**config.mk**
```make
export PLATFORM = sky130hd
export DESIGN_NAME = serial_pattern_tx
export DESIGN_NICKNAME = d
export VERILOG_FILES = /design/src/rtl/serial_pattern_tx_pkg.sv /design/src/rtl/serial_pattern_tx_shift_reg.sv /design/src/rtl/serial_pattern_tx.sv
export SDC_FILE = /design/constraint.sdc
export NUM_CORES = 1
export LEC_CHECK = 0
export BUFFER_PORTS_ARGS = -buffer_cell sky130_fd_sc_hd__buf_2
export CELL_PAD_IN_SITES_DETAIL_PLACEMENT = 0
export CELL_PAD_IN_SITES_GLOBAL_PLACEMENT = 2
export CORE_MARGIN = 1
export CORE_UTILIZATION = 39
export DETAILED_ROUTE_END_ITERATION = 6
export PLACE_DENSITY_LB_ADDON = 0.1
export SKIP_LAST_GASP = 1
export SYNTH_ARGS = -nofsm -noshare
export SYNTH_HDL_FRONTEND = slang
export SYNTH_SLANG_ARGS = --single-unit
```
**constraint.sdc**
```tcl
create_clock -name clk -period 3.05 [get_ports clk]
set_input_delay 0.305 -clock clk [delete_from_list [all_inputs] [get_ports clk]]
set_output_delay 0.305 -clock clk [all_outputs]
set_load 0.03 [all_outputs]
```
**src/rtl/serial_pattern_tx_pkg.sv**
```systemverilog
// Shared types and defaults for the serial pattern transmitter.
// The state width matches the downstream 2-bit sequence FSM.
package serial_pattern_tx_pkg;

  localparam int STATE_W   = 2;
  localparam int DEF_PAT_W = 8;
  localparam int DEF_CNT_W = 4;
  localparam int DEF_GAP   = 2;

  typedef enum logic [STATE_W-1:0] {
    ST_IDLE  = 2'b00,
    ST_SHIFT = 2'b01,
    ST_GAP   = 2'b10,
    ST_DONE  = 2'b11
  } state_e;

endpackage

```
**src/rtl/serial_pattern_tx_shift_reg.sv**
```systemverilog
// Pattern store for the transmitter: holds the bits still to be sent plus a
// hold copy of the whole pattern so later repetitions can be reloaded.
module pattern_shift_reg #(
  parameter int PAT_W = 8
) (
  input  logic             clk_i,
  input  logic             rst_ni,
  input  logic             load_i,
  input  logic             reload_i,
  input  logic             shift_i,
  input  logic [PAT_W-1:0] pattern_i,
  output logic             next_msb_o,
  output logic             hold_msb_o
);

  // The MSB itself goes straight to the output flop, so only the remaining bits are kept here.
  logic [PAT_W-1:0] sr_q;
  logic [PAT_W-1:0] hold_q;

  // Load captures both copies; reload restarts from the hold copy; shift advances one bit.
  always_ff @(posedge clk_i or negedge rst_ni) begin
    if (!rst_ni) begin
      sr_q   <= '0;
      hold_q <= '0;
    end else if (load_i) begin
      sr_q   <= {pattern_i[PAT_W-2:0], 1'b0};
      hold_q <= pattern_i;
    end else if (reload_i) begin
      sr_q   <= {hold_q[PAT_W-2:0], 1'b0};
    end else if (shift_i) begin
      sr_q   <= {sr_q[PAT_W-2:0], 1'b0};
    end else begin
      sr_q   <= sr_q;
    end
  end

  assign next_msb_o = sr_q[PAT_W-1];
  assign hold_msb_o = hold_q[PAT_W-1];

endmodule

```
**src/rtl/serial_pattern_tx.sv**
```systemverilog
// Serial bit-pattern transmitter: sends a parallel pattern MSB-first, repeated
// a programmed number of times with idle gaps, then pulses done for one cycle.
module serial_pattern_tx
  import serial_pattern_tx_pkg::*;
#(
  parameter int PAT_W = DEF_PAT_W,
  parameter int CNT_W = DEF_CNT_W,
  parameter int GAP   = DEF_GAP
) (
  input  logic               clk,
  input  logic               reset,
  input  logic               start,
  input  logic               abort,
  input  logic [PAT_W-1:0]   pattern,
  input  logic [CNT_W-1:0]   repeats,
  output logic               x,
  output logic               x_valid,
  output logic               busy,
  output logic               done,
  output logic [STATE_W-1:0] state
);

  localparam int BIT_CW = $clog2(PAT_W);
  localparam int GAP_CW = (GAP > 1) ? $clog2(GAP) : 1;
  localparam logic [BIT_CW-1:0] BIT_LAST = BIT_CW'(PAT_W - 1);
  localparam logic [BIT_CW-1:0] BIT_ONE  = BIT_CW'(1);
  localparam logic [CNT_W-1:0]  REP_ONE  = CNT_W'(1);
  localparam logic [GAP_CW-1:0] GAP_ONE  = GAP_CW'(1);
  localparam logic [GAP_CW-1:0] GAP_LOAD = GAP_CW'((GAP > 0) ? GAP - 1 : 0);

  state_e              state_q;
  logic [BIT_CW-1:0]   bit_cnt_q;
  logic [CNT_W-1:0]    rep_left_q;
  logic [GAP_CW-1:0]   gap_cnt_q;
  logic                x_q;
  logic                x_valid_q;
  logic                busy_q;
  logic                done_q;

  logic                load_s;
  logic                shift_s;
  logic                reload_s;
  logic                last_bit_s;
  logic                next_msb_s;
  logic                hold_msb_s;

  assign last_bit_s = (bit_cnt_q == '0);
  assign load_s     = (state_q == ST_IDLE) && start && !abort;
  assign shift_s    = (state_q == ST_SHIFT) && !abort && !last_bit_s;
  // Back-to-back repetitions reload straight from SHIFT; otherwise reload when the gap expires.
  assign reload_s   = !abort &&
                      (((state_q == ST_SHIFT) && last_bit_s && (rep_left_q > REP_ONE) && (GAP == 0)) ||
                       ((state_q == ST_GAP) && (gap_cnt_q == '0)));

  pattern_shift_reg #(.PAT_W(PAT_W)) u_shift_reg (
    .clk_i      (clk),
    .rst_ni     (reset),
    .load_i     (load_s),
    .reload_i   (reload_s),
    .shift_i    (shift_s),
    .pattern_i  (pattern),
    .next_msb_o (next_msb_s),
    .hold_msb_o (hold_msb_s)
  );

  // Transmit FSM with counters and registered outputs; x stays 0 whenever x_valid is 0.
  always_ff @(posedge clk or negedge reset) begin
    if (!reset) begin
      state_q    <= ST_IDLE;
      bit_cnt_q  <= '0;
      rep_left_q <= '0;
      gap_cnt_q  <= '0;
      x_q        <= 1'b0;
      x_valid_q  <= 1'b0;
      busy_q     <= 1'b0;
      done_q     <= 1'b0;
    end else begin
      x_q       <= 1'b0;
      x_valid_q <= 1'b0;
      done_q    <= 1'b0;
      busy_q    <= 1'b1;
      case (state_q)
        ST_IDLE: begin
          if (start && !abort) begin
            state_q    <= ST_SHIFT;
            rep_left_q <= (repeats == '0) ? REP_ONE : repeats;
            bit_cnt_q  <= BIT_LAST;
            x_q        <= pattern[PAT_W-1];
            x_valid_q  <= 1'b1;
          end else begin
            busy_q     <= 1'b0;
          end
        end
        ST_SHIFT: begin
          if (abort) begin
            state_q   <= ST_IDLE;
            busy_q    <= 1'b0;
          end else if (!last_bit_s) begin
            bit_cnt_q <= bit_cnt_q - BIT_ONE;
            x_q       <= next_msb_s;
            x_valid_q <= 1'b1;
          end else if (rep_left_q > REP_ONE) begin
            rep_left_q <= rep_left_q - REP_ONE;
            if (GAP > 0) begin
              state_q   <= ST_GAP;
              gap_cnt_q <= GAP_LOAD;
            end else begin
              bit_cnt_q <= BIT_LAST;
              x_q       <= hold_msb_s;
              x_valid_q <= 1'b1;
            end
          end else begin
            state_q <= ST_DONE;
            done_q  <= 1'b1;
          end
        end
        ST_GAP: begin
          if (abort) begin
            state_q   <= ST_IDLE;
            busy_q    <= 1'b0;
          end else if (gap_cnt_q == '0) begin
            state_q   <= ST_SHIFT;
            bit_cnt_q <= BIT_LAST;
            x_q       <= hold_msb_s;
            x_valid_q <= 1'b1;
          end else begin
            gap_cnt_q <= gap_cnt_q - GAP_ONE;
          end
        end
        ST_DONE: begin
          state_q <= ST_IDLE;
          busy_q  <= 1'b0;
        end
        default: begin
          state_q <= ST_IDLE;
          busy_q  <= 1'b0;
        end
      endcase
    end
  end

  assign x       = x_q;
  assign x_valid = x_valid_q;
  assign busy    = busy_q;
  assign done    = done_q;
  assign state   = state_q;

endmodule
```
==> impl_metrics.ini <==
[place]
portBuffers = 21
gp_congestion = 0.774
dpl.hpwl_um = 2410

[sta]
max_freq_mhz = 411
worst_pin_slew_ns = 0.797
setup_tns_ns = 0
fin_crit_ns = 2.43
timing.hold.ws_ns = 0.0533
setup_viol = 0
rsz0062_at_grt = false
slew-limit-headroom = 0.463
fin_crit_sh = 0.798
hold_viol = 0
finalMaxSlewViolations = 0
clock_skew_ns = 0.00562

[worst_setup_path]
crit_chain = inv_1 > ha_1 > clkinv_1 > o22ai_4 > nor3_2 > mux2_1
r2r_slack_ns = 0.62
worst_path_max_delay_cell = ha_1
critPathLaunchType = flop
r2r-end = rep_left_q[0]
cp.arrival_ns = 2.59
reg2reg_depth = 6
cp.required_ns = 3.20
cp_max_fo = 17
critPathMaxStageDelay_ns = 0.51
rr_startpoint = state[1]
critPathKind = flop to flop
cp-end-kind = flop

[floorplan]
die_area_sq_mm = 0.00450
die_w_um = 67.1
start_util = 0.410
core_region_area_sq_mm = 0.00403
rows = 23
die_h_um = 67.1
num_io_pins = 22

[status]
status = finished with violations
violations = design-rule violations

[global_routing]
antenna_found_initial = 0
grt_pass1_wl_um = 5970
gr-total-overflow = 0
grt_pass1_vias = 1273
grt_usage = 0.180
grt_max_degree = 30

[pwr]
clkPwrFrac = 0.178
p_sw_frac = 0.387
powerDensity_mw_per_mm2 = 885
cellLeakagePower_nw = 0.847
internal-power_mw = 1.01
p_switching_uw = 641
p_comb_frac = 0.441
seqPwrFrac = 0.382
vdd_drop_max_uv = 421

[routing]
avgViaCountPerCell = 5.43
ant_nets = 0
drt_iter0_markers = 62
vias = 1248
finalWirelength_um = 3430
post-route-drc-count = 1
firstDrtPassIters = 7
wire_per_inst_um = 14.9

[synth]
synth_top_cell_by_area = dfrtp_1
syn_inst = 157
yosysWarnings = 0
synth_top_area_frac = 0.440
syn_area_per_cell_sq_um = 10.5
synth_area_leaders = dfrtp_1, ha_1, mux2_2
ys.flop_type = dfrtp_1
synth_area_sq_mm = 0.00165
async_flop_share = 1.00
synth_edf_count = 0
synth_fp_nets = 182
synth.distinct_cells = 44
seq_area_frac_synth = 0.440
yosys_register_bits = 29

[clock_tree]
h-tree-depth = 2
cts_max_path_buffers = 2
clockRootBuffer = clkbuf_8
clk_pin_slew_ns = 0.06
cts_tree = built
cts_made_buffers = 5
clock_sinks = 29
clk_latency_ns = 0.27
ctsHoldBuffers = 0
post_cts_buffers = 0
cts_resized = 0

[cells_and_area]
fill_cells = 398
area_delta_synth_final_pct = 13.3
diodes = 0
nets = 204
layout-drive-gt1-share = 0.256

[min_path]
hp-class = primary input to async pin

[run]
maxCapViolCount = 0
critical path: cells and delay by family (launching register included):
kind / cells / cell delay [ns]
flops: 1 / 0.43
mux: 1 / 0.33
compound gates: 1 / 0.35
buf+inv: 2 / 0.57
fa+ha+maj: 1 / 0.51
simple gates: 1 / 0.11
through the flow:
stage | instance area, sq um | std cells | power, mW | setup WS, ns | util
final | 1870 | 230 | 1.66 | 0.615 | 0.464
after floorplan | 1650 | 157 | 1.21 | 0.925 | -
after global routing | 1870 | 230 | 1.79 | 0.381 | 0.464
after detailed placement | 1790 | 222 | 1.37 | 0.633 | 0.444
after global placement | 1790 | 222 | 1.35 | 0.739 | 0.444
after CTS | 1870 | 230 | 1.67 | 0.600 | 0.464
synth_stat cells, drive strengths merged, types with 2 or more instances:
master   number
a2bb2oi       2
a21oi        11
o21ai         5
clkbuf        3
nor2b         8
nand2b        2
nor3         10
and2          2
a222oi        6
mux2i         7
dfrtp        29
nor4          3
mux2          9
nand2         3
a2111oi       2
a41oi         2
inv          16
nand3         4
buf           4
o22ai         2
ha            9
nor2          4
flip-flops by register name, indices dropped and copies added, names as in the netlist:
name	flops
u_shift_reg.hold_q	8
u_shift_reg.sr_q	7
rep_left_q	4
bit_cnt_q	3
state	2
busy	1
done	1
gap_cnt_q	1
x	1
x_valid	1
worst max path at each step:
stage	from	endpoint	slack (ns)	cells past startpoint
after floorplan	state[1]	rep_left_q[3]	0.93	7
after global placement	state[1]	rep_left_q[0]	0.74	6
after detailed placement	state[1]	rep_left_q[3]	0.63	6
after CTS	state[1]	rep_left_q[3]	0.60	6
after global routing	state[1]	rep_left_q[3]	0.38	6
final	state[1]	rep_left_q[0]	0.62	6
layer usage:
layer	GRT usage	routed length, um	up-vias
met1	0.248	1740	594
li1	-	-	619
met2	0.276	1500	30
met3	0.0325	141	5
met5	0	0	-
met4	0.0718	51	0
cells by family (layout without fill, tap and decap cells):
group	after synthesis	count (layout)	share of synthesized area
flops	29	29	0.440
compound gates	37	37	0.177
fa+ha+maj	9	9	0.0682
simple gates	42	42	0.150
mux	16	16	0.104
buf+inv	24	47	0.0614
power groups by stage:
stage                     Combinational (mW)  Clock, mW  Sequential (mW)
after CTS                              0.734      0.307            0.632
after global routing                   0.819      0.322            0.650
after floorplan                        0.557          0            0.656
final                                  0.730      0.294            0.632
after detailed placement               0.728          0            0.640
after global placement                 0.715          0            0.635
cell usage in the layout (no fill, tap or decap), drive strengths merged, types with 7 or more instances in the layout:
cell / count
a21oi: 11
buf: 22
dfrtp: 29
ha: 9
inv: 16
mux2: 9
mux2i: 7
nor2b: 8
nor3: 10
final cells by class:
type                    instances  area [sq um]  share of cell area
clock inverters                 2          10.0             0.00535
flip-flops and latches         29           726               0.388
multi-input cells             104           823               0.440
clock buffers                   6          72.6              0.0388
well taps                      50          62.6              0.0334
repair buffers                 22           113              0.0602
inverters                      17          63.8              0.0341
Note: power is estimated with default switching activity, not from simulation.
